$ cat src/rtl/hack_screen_scanout.sv
// hack_screen_scanout
//   Scans the 1-bpp Hack screen memory out into an RGB565 LCD raster. The
//   SCREEN_W x SCREEN_H image sits at (X_OFFSET, Y_OFFSET) in LCD coordinates.
//   Each screen word (16 pixels, LSB leftmost) is prefetched 16 pixels before
//   it is needed through a fixed-latency read port. Each bit is then expanded
//   to FG_COLOR / BG_COLOR, optionally swapped by `invert`.
//
//   Optional feature: define HACK_SCANOUT_BORDER_EN to draw a one-pixel
//   BORDER_COLOR frame around the window.
//
// Ports
//   clk, reset        : system clock, synchronous active-high reset
//   pix_ce            : one-clock strobe per LCD pixel
//   de, h_pos, v_pos  : LCD data enable and raster position (valid on pix_ce)
//   invert            : swap FG/BG, sampled per pixel
//   vram_rd_en        : one-clock read request
//   vram_addr         : word address, valid with vram_rd_en, held otherwise
//   vram_rd_data      : read data, valid RD_LAT clocks after vram_rd_en
//   rgb               : registered RGB565 pixel, updates on pix_ce edges
//   underrun          : sticky; a word load found no fresh read data
module hack_screen_scanout #(
    parameter int          SCREEN_W     = 512,
    parameter int          SCREEN_H     = 256,
    parameter int          X_OFFSET     = 144,
    parameter int          Y_OFFSET     = 112,
    parameter int          RD_LAT       = 1,
    parameter logic [15:0] FG_COLOR     = 16'h0000,
    parameter logic [15:0] BG_COLOR     = 16'hFFFF,
    parameter logic [15:0] OUT_COLOR    = 16'h0000,
    parameter logic [15:0] BORDER_COLOR = 16'hF800
) (
    input  logic        clk,
    input  logic        reset,
    input  logic        pix_ce,
    input  logic        de,
    input  logic [9:0]  h_pos,
    input  logic [9:0]  v_pos,
    input  logic        invert,
    output logic        vram_rd_en,
    output logic [12:0] vram_addr,
    input  logic [15:0] vram_rd_data,
    output logic [15:0] rgb,
    output logic        underrun
);

    localparam logic [10:0] SW11    = 11'(SCREEN_W);
    localparam logic [10:0] SH11    = 11'(SCREEN_H);
    localparam logic [10:0] XO11    = 11'(X_OFFSET);
    localparam logic [10:0] YO11    = 11'(Y_OFFSET);
    localparam logic [12:0] WORDS13 = 13'(SCREEN_W / 16);

    // Window-relative coordinates; negative values wrap to large unsigned
    // numbers, so a single unsigned compare covers both window edges.
    logic [10:0] wx, wy, px;
    logic        in_row, in_win, load, fetch, pix_bit, is_border;
    logic [3:0]  bit_idx;
    logic [12:0] fetch_addr;

    logic        vram_rd_en_q, vram_rd_en_d;
    logic [12:0] vram_addr_q,  vram_addr_d;
    logic [15:0] rgb_q,        rgb_d;
    logic        underrun_q,   underrun_d;
    logic [15:0] next_word_q,  next_word_d;
    logic        next_valid_q, next_valid_d;
    logic [15:0] cur_word_q,   cur_word_d;
    // rd_pipe_q[i] is set i clocks after a request; stage RD_LAT marks the
    // cycle in which vram_rd_data carries the answer.
    logic [RD_LAT:1] rd_pipe_q, rd_pipe_d;

    always_comb begin
        wx      = {1'b0, h_pos} - XO11;
        wy      = {1'b0, v_pos} - YO11;
        in_row  = wy < SH11;
        in_win  = in_row && (wx < SW11);
        bit_idx = wx[3:0];
        load    = pix_ce && in_win && (bit_idx == 4'd0);
        // px is the column 16 pixels ahead: word k is fetched when px = 16*k.
        px         = wx + 11'd16;
        fetch      = pix_ce && in_row && (px[3:0] == 4'd0) && (px < SW11);
        fetch_addr = {2'b00, wy} * WORDS13 + {6'd0, px[10:4]};
        // On the load pixel the bit comes straight from next_word, since
        // cur_word only picks it up at this same edge.
        pix_bit = load ? next_word_q[bit_idx] : cur_word_q[bit_idx];
    end

`ifdef HACK_SCANOUT_BORDER_EN
    logic ext_x, ext_y;
    always_comb begin
        ext_x     = (wx <= SW11) || (wx == 11'h7FF);
        ext_y     = (wy <= SH11) || (wy == 11'h7FF);
        is_border = ext_x && ext_y && !in_win;
    end
`else
    logic unused_border;
    assign unused_border = ^BORDER_COLOR;
    assign is_border     = 1'b0;
`endif

    always_comb begin
        rd_pipe_d[1] = vram_rd_en_q;
        for (int i = 2; i <= RD_LAT; i++) begin
            rd_pipe_d[i] = rd_pipe_q[i-1];
        end

        vram_rd_en_d = fetch;
        vram_addr_d  = fetch ? fetch_addr : vram_addr_q;

        next_word_d  = rd_pipe_q[RD_LAT] ? vram_rd_data : next_word_q;
        next_valid_d = next_valid_q;
        if (load)               next_valid_d = 1'b0;
        if (rd_pipe_q[RD_LAT])  next_valid_d = 1'b1;

        cur_word_d = load ? next_word_q : cur_word_q;
        underrun_d = underrun_q | (load && !next_valid_q);

        rgb_d = rgb_q;
        if (pix_ce) begin
            if (!de)            rgb_d = 16'h0000;
            else if (is_border) rgb_d = BORDER_COLOR;
            else if (!in_win)   rgb_d = OUT_COLOR;
            else                rgb_d = (pix_bit ^ invert) ? FG_COLOR : BG_COLOR;
        end
    end

    // Clearing rd_pipe on reset discards any read still in flight.
    always_ff @(posedge clk) begin
        if (reset) begin
            vram_rd_en_q <= 1'b0;
            vram_addr_q  <= '0;
            rgb_q        <= '0;
            underrun_q   <= 1'b0;
            next_word_q  <= '0;
            next_valid_q <= 1'b0;
            cur_word_q   <= '0;
            rd_pipe_q    <= '0;
        end else begin
            vram_rd_en_q <= vram_rd_en_d;
            vram_addr_q  <= vram_addr_d;
            rgb_q        <= rgb_d;
            underrun_q   <= underrun_d;
            next_word_q  <= next_word_d;
            next_valid_q <= next_valid_d;
            cur_word_q   <= cur_word_d;
            rd_pipe_q    <= rd_pipe_d;
        end
    end

    assign vram_rd_en = vram_rd_en_q;
    assign vram_addr  = vram_addr_q;
    assign rgb        = rgb_q;
    assign underrun   = underrun_q;

endmodule

$ cat config.mk
export PLATFORM = sky130hd
export DESIGN_NAME = hack_screen_scanout
export DESIGN_NICKNAME = d
export VERILOG_FILES = /design/src/rtl/hack_screen_scanout.sv
export SDC_FILE = /design/constraint.sdc
export NUM_CORES = 1
export LEC_CHECK = 0
export BUFFER_PORTS_ARGS = -buffer_cell sky130_fd_sc_hd__buf_2
export CAP_MARGIN = 20
export CORE_UTILIZATION = 47
export DETAILED_ROUTE_END_ITERATION = 16
export PLACE_DENSITY = 0.76
export SYNTH_ARGS = -nofsm -noshare
export SYNTH_HDL_FRONTEND = slang
export SYNTH_SLANG_ARGS = --single-unit
$ cat constraint.sdc
create_clock -name clk -period 2.3 [get_ports clk]
set_clock_uncertainty 0.05 [all_clocks]
set_input_delay 0 -clock clk [delete_from_list [all_inputs] [get_ports clk]]
set_output_delay 0 -clock clk [all_outputs]
set_load 0.1 [all_outputs]
==> impl_results.md <==
* Critical Path AT at around 2200 ps
* Post-synthesis mux area share at ~22%
* Startpoint Class: input port
* Crit path capture type: flip-flop
* Worst-skew pair later-pin latency at about 300 ps
* Detail Placement HPWL at around 3700 µm
* Synth Area in Compound Gates at between 7 and 8%
* Finished Layout Cells at ~420
* Cell count after synthesis at about 260
* Max-Cap Viols at 0
* Setup tns final at 0 ps
* Routed Antenna Nets at 0
* Vias in the first global route at 1907
* DRT iter0 DRCs at 46
* Simple-gate share of the synthesized area at roughly 15%
* Pre-CTS WS at -126 ps
* Vias at between 2000 and 2500
* Post-synthesis adder-cell area fraction at under 10%
* CTS Sinks at 50
* Yosys top cell area share at around two fifths
* CP max stage delay at about 340 ps
* Crit-path cells: buf_2, inv_1, ha_1, nand2b_1, a311oi_1, or3_1, nand2_1, ha_1, a21oi_1, nor4bb_2, a31oi_1, xor2_1, mux2i_1, nor2_1
* Post-Synth XOR/XNOR Area at under 10%
* Port buffer count at 71
* Number of flops mapped to enable cells by yosys at 0
* First-pass GRT wire length at approximately 8300 µm
* Worst Tran Pin Value at about 650 ps
* Crit path top cell by count: ha_1
* P_leak at roughly 1.5 nW
* Routed length per placed instance at approximately 12 µm
* H-tree levels at 2
* Synthesis-stage register bit count at 50
* CP max-delay cell: or3_1
* Top post-synthesis cells by area: dfxtp_1 39%, mux2i_1 20%, nor2_1 8.3%, buf_4 4.7%, ha_1 2.5%
* Ys Warns at 0
* Final setup fails at 0
* Initial antenna violation count at 0
* Post-route cell area at approximately 3200 µm²
* Post-DR vias/cell at slightly below 5
* Area of the core at 5140 µm²
* Max_slew headroom at between 50% and 60%
* Tot GR Track Use at 19.5%
* Largest net degree at the start of global routing at 27
* Remaining DRCs at 0
* Register Area at 1000 µm²
* Fill count at 454
* Async S/R FF share, synth at 0%
* Final Slew Violations at 0
* Final Hold Vio Count at 0
* Post-synthesis sequential area ratio at 39.4%
* Min Tclk post-route at 2090 ps
* Die Area at between 5000 and 6000 µm²
* DR pass1 iterations at 4
* Largest family of logic cells by synthesized area: multiplexers
* CTS tree: yes
* Final setup margin at 209 ps
* Area Growth Syn to Fin at 25.7%
* Status: complete, no violations
* Root Driver: clkbuf_8
* Worst-path clk slew at roughly 90 ps
* Die W at approximately 75 µm
* Required @ worst endpoint at ~2400 ps
* Dominant cell type by area after synthesis: dfxtp_1
* Layout Nets at 391
* Total wire length at 5170 µm
* Initial Utilization at between 40 and 50%
* Row count at 26
* Dominant synthesized flop cell: dfxtp_1
* Hold_ws at roughly 11 ps
* Buf/Inv on CP at 2
* Syn nets at 310
* Inst Count DP at between 300 and 400
* Placer Congestion at approximately 0.88
* Die height at 75.5 µm
* Hold Path Class: in2reg
* Post-CTS setup buffer count at 0
* Ant diodes at 0
* Max VDD drop at just over 0.4 mV
* Fin crit share at approximately nine tenths
* Multi-input gate area at 1320 µm²
* Fmax at around 480 MHz
* Inserted Clock Buffers at 5
* Boundary pin count at slightly above 70
* RSZ-0062 raised after global routing: no
* Ratio of cells with drive above 1 in the final layout at about 29%
* Mapped Area at between 2000 and 3000 µm²
* Grt ovf at 0
* CTS max path bufs at 2
* DP Area at just under 3000 µm²
* Max FO, Critical Path at 7
* Average cell area after synthesis at around 9.7 µm²
* Crit Path Category: in2reg
* Unique cell type count in the Yosys netlist at between 40 and 50
* Power per standard cell area at roughly 540 nW/µm²
* Worst path top cell family by delay: simple AND/OR/NAND/NOR gates
==> placed cells by master (no fill, tap or decap), drive strengths merged, types with 2 or more instances in the layout <==
cell and n:
o21ai 2, buf 83, nand2b 3, nor4 2, mux2i 50, o221ai 2, nor2 57, dlygate4sd3 18
mux4 2, nor2b 2, ha 5, nand2 4, xnor2 7, xor2 5, nand3 2, clkbuf 5
dfxtp 50, inv 9, clkinv 2, or2 2, a21oi 7
==> metrics by stage <==
stage / utilization, % / power, mW
2_1_floorplan: - / 1.02
3_3_place_gp: 56.4 / 1.10
3_5_place_dp: 56.4 / 1.10
4_1_cts: 62.0 / 1.73
5_1_grt: 62.1 / 1.79
6_report: 62.1 / 1.71
==> routing by layer <==
layer / track usage (%) / wire length, µm
met4: 7.61 / 70
met3: 4.76 / 235
met2: 33.3 / 2420
met5: 0 / 0
met1: 23.6 / 2450
==> cell usage after synthesis (2+ instances only) <==
cell type / n
nand2_1: 4
xnor2_1: 7
mux2i_1: 50
clkbuf_1: 8
nor4_1: 2
nor2b_1: 2
mux4_2: 2
nand2b_1: 3
inv_1: 9
a21oi_1: 7
dfxtp_1: 50
nand3_1: 2
or2_2: 2
nor2_1: 56
ha_1: 5
buf_4: 16
o221ai_1: 2
buf_6: 2
xor2_1: 5
==> state kept, by name, summed over array words and instances, names as in the netlist <==
signal	flops
vram_addr	13
cur_word_q	16
vram_rd_en	1
rd_pipe_q	1
next_word_q	16
underrun	1
rgb	1
next_valid_q	1
==> worst register-to-register path: cells and delay by family, from the launching register on <==
| kind | cells | cell delay (ps) |
|---|---|---|
| compound gates | 1 | 190 |
| flops | 1 | 320 |
| mux | 2 | 630 |
| simple gates | 2 | 180 |
==> final cells by class <==
type | instances | area share (%)
multi-input cells | 177 | 41.4
flip-flops and latches | 50 | 31.4
repair buffers | 101 | 20.0
well taps | 70 | 2.74
clock buffers | 5 | 2.16
clock inverters | 3 | 1.25
inverters | 9 | 1.06
==> report_power, final <==
| part | leakage, nW | internal [mW] | switching (mW) |
|---|---|---|---|
| combinational | 0.990 | 0.107 | 0.132 |
| clock | 0.0579 | 0.320 | 0.287 |
| sequential | 0.403 | 0.866 | 0.00111 |
==> path summary, 6_finish.rpt <==
kind | cells past startpoint | to | slack (ps) | startpoint
max reg2reg | 5 | rgb[14]$_SDFFE_PP0P_ | 820 | cur_word_q[6]$_SDFFE_PP0P_
max | 14 | vram_addr[12]$_SDFFE_PP0P_ | 210 | h_pos[4]
min | 4 | vram_addr[5]$_SDFFE_PP0P_ | 10 | v_pos[0]
min reg2reg | 2 | underrun$_SDFF_PP0_ | 440 | underrun$_SDFF_PP0_
==> kinds of logic (layout without fill, tap and decap cells) <==
| logic type | count (synthesis) | count (layout) |
|---|---|---|
| flip-flops | 50 | 50 |
| AND/OR/NAND/NOR | 82 | 82 |
| adder cells (fa/ha/maj) | 6 | 6 |
| buffers and inverters | 36 | 118 |
| AO/OA/AOI/OAI | 24 | 24 |
| multiplexers | 53 | 53 |
| XOR/XNOR | 12 | 12 |
==> what timing repair did <==
action / CTS / global route
resized for setup: 0 / 1
hold endpoints to repair: 18 / 0
setup endpoints to repair: 0 / 1
hold buffers: 18 / 0
Note: power is estimated with default switching activity, not from simulation.
